### config.mk
export PLATFORM = sky130hd
export DESIGN_NAME = alu_mc
export DESIGN_NICKNAME = d
export VERILOG_FILES = /design/src/rtl/alu_mc.sv
export SDC_FILE = /design/constraint.sdc
export NUM_CORES = 1
export LEC_CHECK = 0
export BUFFER_PORTS_ARGS = -buffer_cell sky130_fd_sc_hd__buf_2
export CAP_MARGIN = 20
export CELL_PAD_IN_SITES_DETAIL_PLACEMENT = 2
export CELL_PAD_IN_SITES_GLOBAL_PLACEMENT = 2
export CORE_ASPECT_RATIO = 0.6
export CORE_MARGIN = 1.5
export CORE_UTILIZATION = 35
export DETAILED_ROUTE_END_ITERATION = 7
export GPL_ROUTABILITY_DRIVEN = 0
export PLACE_DENSITY_LB_ADDON = 0.1
export SYNTH_ARGS = -nofsm -noshare
export SYNTH_HDL_FRONTEND = slang
export SYNTH_SLANG_ARGS = --single-unit
export TNS_END_PERCENT = 1
### constraint.sdc
create_clock -name clk -period 4.3 [get_ports clk]
set_input_delay 0.645 -clock clk [delete_from_list [all_inputs] [get_ports clk]]
set_output_delay 0.645 -clock clk [all_outputs]
set_load 0.005 [all_outputs]
### src/rtl/alu_mc.sv
// Multi-cycle ALU: single-cycle logic/arith ops, iterative restoring divide.
// Define ALU_MC_MUL_EN to add an iterative shift-add multiplier for op 8.
module alu_mc #(
   parameter int WIDTH = 16
) (
   input  logic             clk,
   input  logic             rst_n,
   input  logic             start,
   input  logic [3:0]       op,
   input  logic [WIDTH-1:0] a,
   input  logic [WIDTH-1:0] b,
   output logic             busy,
   output logic             done,
   output logic [WIDTH-1:0] result,
   output logic [WIDTH-1:0] result_hi,
   output logic [3:0]       ccr
);

   localparam logic [1:0] IDLE = 2'd0;
   localparam logic [1:0] CALC = 2'd1;
   localparam logic [1:0] DONE = 2'd2;
   localparam int CW = $clog2(WIDTH);

   localparam logic [3:0] OP_MUL = 4'd8;
   localparam logic [3:0] OP_DIV = 4'd9;
   localparam logic [3:0] OP_MOD = 4'd10;

   logic [1:0]       state;
   logic [3:0]       op_q;
   logic [WIDTH-1:0] acc, quo, opnd;
   logic [CW-1:0]    count;

   logic [WIDTH:0]   add_w, sub_w;
   logic [WIDTH-1:0] f_res, f_hi;
   logic [3:0]       f_ccr;
   logic             f_long;
   logic             fn, fz, fv, fc;

   always_comb begin
      add_w  = {1'b0, a} + {1'b0, b};
      sub_w  = {1'b0, a} - {1'b0, b};
      f_res  = result;
      f_hi   = result_hi;
      f_long = 1'b0;
      fn     = ccr[3];
      fz     = ccr[2];
      fv     = ccr[1];
      fc     = ccr[0];
      case (op)
         4'd0: begin f_res = a;       f_hi = '0; fv = 1'b0; end
         4'd1: begin f_res = b;       f_hi = '0; fv = 1'b0; end
         4'd2: begin f_res = ~a;      f_hi = '0; fv = 1'b0; end
         4'd3: begin f_res = a & b;   f_hi = '0; fv = 1'b0; end
         4'd4: begin f_res = a | b;   f_hi = '0; fv = 1'b0; end
         4'd5: begin f_res = a ^ b;   f_hi = '0; fv = 1'b0; end
         4'd6: begin
            f_res = add_w[WIDTH-1:0];
            f_hi  = '0;
            fc    = add_w[WIDTH];
            fv    = (a[WIDTH-1] == b[WIDTH-1]) && (add_w[WIDTH-1] != a[WIDTH-1]);
         end
         4'd7: begin
            f_res = sub_w[WIDTH-1:0];
            f_hi  = '0;
            fc    = sub_w[WIDTH];
            fv    = (a[WIDTH-1] != b[WIDTH-1]) && (sub_w[WIDTH-1] != a[WIDTH-1]);
         end
`ifdef ALU_MC_MUL_EN
         4'd8: f_long = 1'b1;
`endif
         4'd9, 4'd10: begin
            // Divide by zero completes immediately with a saturated quotient.
            if (b == '0) begin
               f_res = '1;
               f_hi  = a;
               fv    = 1'b1;
            end else begin
               f_long = 1'b1;
            end
         end
         4'd11: fc = 1'b0;
         4'd12: fc = 1'b1;
         default: begin f_res = '0; f_hi = '0; fv = 1'b1; end
      endcase
      if (op != 4'd11 && op != 4'd12) begin
         fn = f_res[WIDTH-1];
         fz = (f_res == '0);
      end
      f_ccr = {fn, fz, fv, fc};
   end

   logic [WIDTH:0]   shifted, diff;
   logic [WIDTH-1:0] acc_nx, quo_nx, l_res, l_hi;
   logic [3:0]       l_ccr;
`ifdef ALU_MC_MUL_EN
   logic [WIDTH:0]   msum;
`endif

   // One iteration of restoring division (or shift-add multiply) per cycle.
   always_comb begin
      shifted = {acc, quo[WIDTH-1]};
      diff    = shifted - {1'b0, opnd};
      if (!diff[WIDTH]) begin
         acc_nx = diff[WIDTH-1:0];
         quo_nx = {quo[WIDTH-2:0], 1'b1};
      end else begin
         acc_nx = shifted[WIDTH-1:0];
         quo_nx = {quo[WIDTH-2:0], 1'b0};
      end
`ifdef ALU_MC_MUL_EN
      msum = {1'b0, acc} + (quo[0] ? {1'b0, opnd} : '0);
      if (op_q == OP_MUL) begin
         acc_nx = msum[WIDTH:1];
         quo_nx = {msum[0], quo[WIDTH-1:1]};
      end
`endif
      l_res = (op_q == OP_MOD) ? acc_nx : quo_nx;
      l_hi  = (op_q == OP_MOD) ? quo_nx : acc_nx;
      l_ccr = {l_res[WIDTH-1], (l_res == '0), 1'b0, ccr[0]};
`ifdef ALU_MC_MUL_EN
      if (op_q == OP_MUL)
         l_ccr = {acc_nx[WIDTH-1], ({acc_nx, quo_nx} == '0), (acc_nx != '0), ccr[0]};
`endif
   end

   always_ff @(posedge clk) begin
      if (!rst_n) begin
         state     <= IDLE;
         busy      <= 1'b0;
         done      <= 1'b0;
         result    <= '0;
         result_hi <= '0;
         ccr       <= 4'b0100;
         op_q      <= '0;
         acc       <= '0;
         quo       <= '0;
         opnd      <= '0;
         count     <= '0;
      end else begin
         done <= 1'b0;
         case (state)
            IDLE: begin
               if (start) begin
                  op_q  <= op;
                  count <= '0;
                  if (f_long) begin
                     state <= CALC;
                     busy  <= 1'b1;
                     acc   <= '0;
                     quo   <= a;
                     opnd  <= b;
                  end else begin
                     state     <= DONE;
                     done      <= 1'b1;
                     result    <= f_res;
                     result_hi <= f_hi;
                     ccr       <= f_ccr;
                  end
               end
            end
            CALC: begin
               acc   <= acc_nx;
               quo   <= quo_nx;
               count <= count + 1'b1;
               if (count == CW'(WIDTH - 1)) begin
                  state     <= DONE;
                  busy      <= 1'b0;
                  done      <= 1'b1;
                  result    <= l_res;
                  result_hi <= l_hi;
                  ccr       <= l_ccr;
               end
            end
            DONE:    state <= IDLE;
            default: state <= IDLE;
         endcase
      end
   end

endmodule

==> results of run 1 <==
[worst max-delay path, stage by stage]
cell       delay [ns]
buf_2            0.15
inv_1            0.09
ha_1             0.23
inv_1            0.08
fa_1             0.20
nand2b_1         0.09
a221o_1          0.42
a2111oi_0        0.99
o31ai_1          0.17
o31ai_1          0.13
xor2_1           0.22
o211ai_1         0.16
nor4_1           0.35
nand4_1          0.18
a41oi_2          0.20
[state kept, by name, indices dropped and copies added (netlist names)]
| name | cells |
|---|---|
| state | 2 |
| op_q | 4 |
| result | 16 |
| quo | 16 |
| done | 1 |
| ccr | 4 |
| result_hi | 16 |
| acc | 16 |
| count | 4 |
| busy | 1 |
| opnd | 16 |
[synth_stat cells (10+ instances only)]
| cell type | count | area share, % |
|---|---|---|
| a211oi_1 | 23 | 2.0 |
| a21oi_1 | 99 | 5.8 |
| a22oi_1 | 10 | 0.87 |
| a311oi_1 | 12 | 1.2 |
| a31oi_1 | 14 | 1.0 |
| buf_1 | 10 | 0.44 |
| buf_2 | 11 | 0.64 |
| clkbuf_1 | 58 | 2.5 |
| dfxtp_1 | 96 | 22 |
| ha_1 | 66 | 9.6 |
| inv_1 | 68 | 3.0 |
| mux2i_1 | 20 | 2.3 |
| nand2_1 | 155 | 6.8 |
| nand3_1 | 17 | 0.99 |
| nor2_1 | 140 | 6.1 |
| nor2b_1 | 19 | 1.4 |
| nor3_1 | 33 | 1.9 |
| nor4_1 | 12 | 0.87 |
| o211ai_1 | 38 | 3.3 |
| o21a_1 | 15 | 1.3 |
| o21ai_0 | 44 | 2.6 |
| o21ai_1 | 21 | 1.2 |
| o22ai_1 | 11 | 0.80 |
| o31ai_1 | 10 | 0.87 |
| xor2_1 | 15 | 1.5 |
[report_power, final]
group | leakage [nW] | switching [W] | internal (W)
Combinational | 3.12 | 0.000665 | 0.000370
Clock | 0.160 | 0.000384 | 0.000511
Sequential | 0.781 | 0.0000466 | 0.000932
Total | 4.06 | 0.00110 | 0.00181
[cells by family (layout without fill, tap and decap cells)]
family	count (synthesis)	after routing	share of synthesized area (%)
AND/OR/NAND/NOR	434	434	22.7
AO/OA/AOI/OAI	396	396	31.3
buffers and inverters	153	218	7.28
flip-flops	96	96	22.3
adder cells (fa/ha/maj)	69	69	10.3
multiplexers	27	27	3.66
XOR/XNOR	24	24	2.44
other	0	2	0
[path summary, 6_finish.rpt]
kind                         to
setup / recovery         ccr[2]
hold / removal         opnd[15]
setup reg to reg  result_hi[10]
hold reg to reg        opnd[15]
[layer usage]
layer  GRT usage, %  part of all wire, %
met1           51.8                   50
met4           7.34                  1.9
met5              0                    0
met2           46.0                   40
met3           6.31                  7.7
[through the flow]
step	setup slack (ns)	util, %	instance area, um^2	std cells	hold slack, ns
floorplan	1.12	-	8610	1199	0.436
global placement	0.166	39.4	9510	1569	0.445
detailed placement	0.113	39.4	9510	1569	0.452
CTS	0.477	40.7	9830	1585	0.462
global route	0.304	40.7	9840	1586	0.489
finish	0.289	40.7	9850	1588	0.459
[area by class of cell]
| type | count | area [um^2] | share of cell area [%] |
|---|---|---|---|
| antenna | 2 | 5.00 | 0.0508 |
| clock buffer | 9 | 225 | 2.29 |
| inverter | 69 | 259 | 2.63 |
| tap | 322 | 403 | 4.09 |
| timing repair buffer | 133 | 837 | 8.50 |
| multi-input combinational | 950 | 6100 | 62.0 |
| clock inverter | 7 | 92.6 | 0.940 |
| sequential | 96 | 1920 | 19.5 |
==> results.sh, run 1 <==
export IMPL_outcome="completed"
export IMPL_postRouteAntennaNets=0
export IMPL_dpl_hpwl_um=33400
export IMPL_setup_worst_path_class="input port to flop"
export IMPL_grt_remaining_overflow=0
export IMPL_core_um2=24200
export IMPL_cts_buffers=9
export IMPL_fin_crit_sh_pct=93.3
export IMPL_critPathLaunch="a[0]"
export IMPL_antenna_found_initial=0
export IMPL_async_reset_ff_share_pct=0
export IMPL_final_common_cell="nand2_1"
export IMPL_cts_resized=0
export IMPL_syn_to_final_growth_pct=14.3
export IMPL_synthesis_nets=1307
export IMPL_grt_start_max_net_pins=88
export IMPL_fin_skew_ns=0.0103
export IMPL_synth_seq_cells=96
export IMPL_synth_flop_cell="dfxtp_1"
export IMPL_power_density_nw_per_um2=296
export IMPL_drt_vias_per_instance=6.18
export IMPL_tritoncts="built"
export IMPL_max_cap_violations=0
export IMPL_ir_drop_uv=195
export IMPL_clock_path_buffers=2
export IMPL_track_usage_pct=33.2
export IMPL_fin_crit_ns=4.01
export IMPL_p_leak_nw=4.06
export IMPL_layout_nets=1367
export IMPL_setup_violations=0
export IMPL_drt_pass1_iterations=5
export IMPL_cts_root_buffer="clkbuf_16"
export IMPL_r2r_start="quo[15]"
export IMPL_vias=9809
export IMPL_hold_violations=0
export IMPL_chipWidth_um=206
export IMPL_tightest_slew_ns=1.12
export IMPL_route_detailed_drc=0
export IMPL_grt_pass1_vias=9783
export IMPL_grt_pass1_wl_um=63600
export IMPL_totalWireLength_um=42500
export IMPL_n_fill_cell=2901
export IMPL_syn_inst=1199
export IMPL_finalSetupTns_ns=0
export IMPL_hp_class="flop to flop"
export IMPL_required_ns=4.59
export IMPL_synth_edf_count=0
export IMPL_clk_pin_slew_ns=0.07
export IMPL_start_util_pct=35.6
export IMPL_placementRows=44
export IMPL_avgSynthCellArea_um2=7.18
export IMPL_ys_seq_area_share_pct=22.3
export IMPL_insertion_delay_ns=0.36
export IMPL_syn_cell_area_um2=8610
export IMPL_cp_end_kind="flop"
export IMPL_timing_critical_path_arrival_ns=4.31
export IMPL_yosysUniqueCellTypes=85
export IMPL_max_clock_freq_mhz=249
export IMPL_drt_initial_drc_count=852
export IMPL_finalPower_w=0.00291
export IMPL_port_buffers=76
export IMPL_die_area_um2=25600
export IMPL_start_kind="input port"
export IMPL_final_cell_mix="155 x nand2_1, 140 x nor2_1, 98 x a21oi_1"
export IMPL_die_y_um=125
export IMPL_hold_depth=2
export IMPL_maxSlewViolCount=0
export IMPL_htreeDepth=3
export IMPL_rsz0062_at_grt="false"
export IMPL_drive_gt1_share_pct=13.9
export IMPL_reg2reg_depth=14
export IMPL_crit_fanout=5
export IMPL_relSlewSlack_pct=23.7
export IMPL_ff2ff_setup_slack_ns=0.55
export IMPL_wl_per_cell_um=26.8
export IMPL_ys_warn_count=0
export IMPL_post_cts_buffers=0
export IMPL_min_from="opnd[15]"
export IMPL_clock_sinks=96
export IMPL_io_pins=77
export IMPL_ctsHoldBuffers=0
(Power assumes the default switching activity.)
==> run 2: changes to the inputs <==
--- a/config.mk
+++ b/config.mk
@@ -14,6 +14,7 @@
 export CORE_UTILIZATION = 35
 export DETAILED_ROUTE_END_ITERATION = 7
 export GPL_ROUTABILITY_DRIVEN = 0
+export MAX_ROUTING_LAYER = met4
 export PLACE_DENSITY_LB_ADDON = 0.1
 export SYNTH_ARGS = -nofsm -noshare
 export SYNTH_HDL_FRONTEND = slang
==> run 2 against run 1 <==
Via count up 0.60%. Largest power group unchanged. Core utilization is essentially flat. Setup slack improved by 0.092 ns. Highest routed layer unchanged. Critical path type unchanged. Total power is essentially flat. Combinational power hardly changed. Critical path depth stayed put. Global-route usage is 0.97 points higher. Sequential share of layout area is essentially flat. Clock power about the same. Worst hold slack worse by 0.00065 ns. Critical endpoint unchanged. Non-clock buffer count unchanged. First-iteration DRC count decreased by 7.2%.
==> results.sh, run 2 (same netlist as run 1, synthesis figures left out) <==
export IMPL_rsz0062_at_grt="false"
export IMPL_insertion_delay_ns=0.36
export IMPL_met1_length_um=21300
export IMPL_outcome="completed"
export IMPL_final_common_cell="nand2_1"
export IMPL_hp_class="flop to flop"
export IMPL_timing_critical_path_arrival_ns=4.21
export IMPL_relSlewSlack_pct=31.3
export IMPL_drt_initial_drc_count=791
export IMPL_fin_skew_ns=0.0102
export IMPL_io_pins=77
export IMPL_cp_end_kind="flop"
export IMPL_ctsHoldBuffers=0
export IMPL_start_util_pct=35.6
export IMPL_route_detailed_drc=0
export IMPL_finalSetupTns_ns=0
export IMPL_die_area_um2=25600
export IMPL_fin_crit_sh_pct=91.1
export IMPL_vias=9868
export IMPL_required_ns=4.59
export IMPL_crit_fanout=5
export IMPL_fin_crit_ns=3.92
export IMPL_start_kind="input port"
export IMPL_grt_pass1_wl_um=63600
export IMPL_dpl_hpwl_um=33400
export IMPL_final_cell_mix="155 x nand2_1, 140 x nor2_1, 98 x a21oi_1"
export IMPL_wl_met2_um=17300
export IMPL_fin_util_pct=40.7
export IMPL_syn_to_final_growth_pct=14.3
export IMPL_drive_gt1_share_pct=13.9
export IMPL_cts_root_buffer="clkbuf_16"
export IMPL_maxSlewViolCount=0
export IMPL_max_cap_violations=0
export IMPL_clock_path_buffers=2
export IMPL_drt_pass1_iterations=5
export IMPL_tightest_slew_ns=1.02
export IMPL_cts_resized=0
export IMPL_setup_slack_ns=0.381
export IMPL_track_usage_pct=34.2
export IMPL_post_cts_buffers=0
export IMPL_setup_violations=0
export IMPL_placementRows=44
export IMPL_core_um2=24200
export IMPL_critPathLaunch="a[0]"
export IMPL_max_clock_freq_mhz=255
export IMPL_clk_pin_slew_ns=0.07
export IMPL_min_from="opnd[15]"
export IMPL_layout_nets=1367
export IMPL_ir_drop_uv=194
export IMPL_grt_pass1_vias=9757
export IMPL_drt_vias_per_instance=6.22
export IMPL_dp_slack_ns=0.113
export IMPL_clock_sinks=96
export IMPL_antenna_found_initial=0
export IMPL_p_leak_nw=4.06
export IMPL_totalWireLength_um=42500
export IMPL_htreeDepth=3
export IMPL_grt_remaining_overflow=0
export IMPL_hold_violations=0
export IMPL_cts_buffers=9
export IMPL_wl_met3_um=3130
export IMPL_power_density_nw_per_um2=296
export IMPL_setup_worst_path_class="input port to flop"
export IMPL_grt_start_max_net_pins=88
export IMPL_port_buffers=76
export IMPL_r2r_start="quo[15]"
export IMPL_die_y_um=125
export IMPL_postRouteAntennaNets=0
export IMPL_wl_per_cell_um=26.8
export IMPL_chipWidth_um=206
export IMPL_dr_max_layer_used="met4"
export IMPL_tritoncts="built"
-- run 2: final timing paths --
check	endpoint	slack, ns	cells past startpoint
worst max-delay path	ccr[2]	0.38	15
worst min-delay path	opnd[15]	0.46	2
worst max register to register	result_hi[10]	0.50	14
worst min register to register	opnd[15]	0.46	2
-- run 2: final cells by class --
class | instances | area, um^2
antenna | 1 | 2.50
multi-input combinational | 950 | 6100
fill | 2902 | 14300
sequential | 96 | 1920
inverter | 69 | 259
tap | 322 | 403
clock inverter | 7 | 92.6
timing repair buffer | 133 | 837
clock buffer | 9 | 225
-- run 2: power breakdown --
part           switching [W]  leakage, nW  internal (W)  total (W)
sequential         0.0000464        0.781      0.000932   0.000979
clock               0.000386        0.160      0.000511   0.000897
combinational       0.000664         3.12      0.000370    0.00103
total                0.00110         4.06       0.00181    0.00291
-- run 2: per-layer routing --
metal,global-route usage [%],vias to the layer above
li1,-,4455
met2,46.1,377
met4,7.34,0
met3,5.94,44
met1,52.0,4992
met5,-,-
-- run 2: critical path, cell delays in order --
cell       delay (ns)
buf_2            0.15
inv_1            0.09
ha_1             0.23
inv_1            0.08
fa_1             0.20
nand2b_1         0.09
a221o_1          0.41
a2111oi_0        0.89
o31ai_1          0.17
o31ai_1          0.12
xor2_1           0.22
o211ai_1         0.17
nor4_1           0.35
nand4_1          0.18
a41oi_2          0.21
-- run 2: metrics by stage --
stage	cells	power, W	cell area, um^2	hold slack [ns]
2_1_floorplan	1199	0.00162	8610	0.436
3_3_place_gp	1569	0.00198	9510	0.445
3_5_place_dp	1569	0.00200	9510	0.452
4_1_cts	1585	0.00291	9830	0.462
5_1_grt	1586	0.00304	9840	0.489
6_report	1587	0.00291	9840	0.458
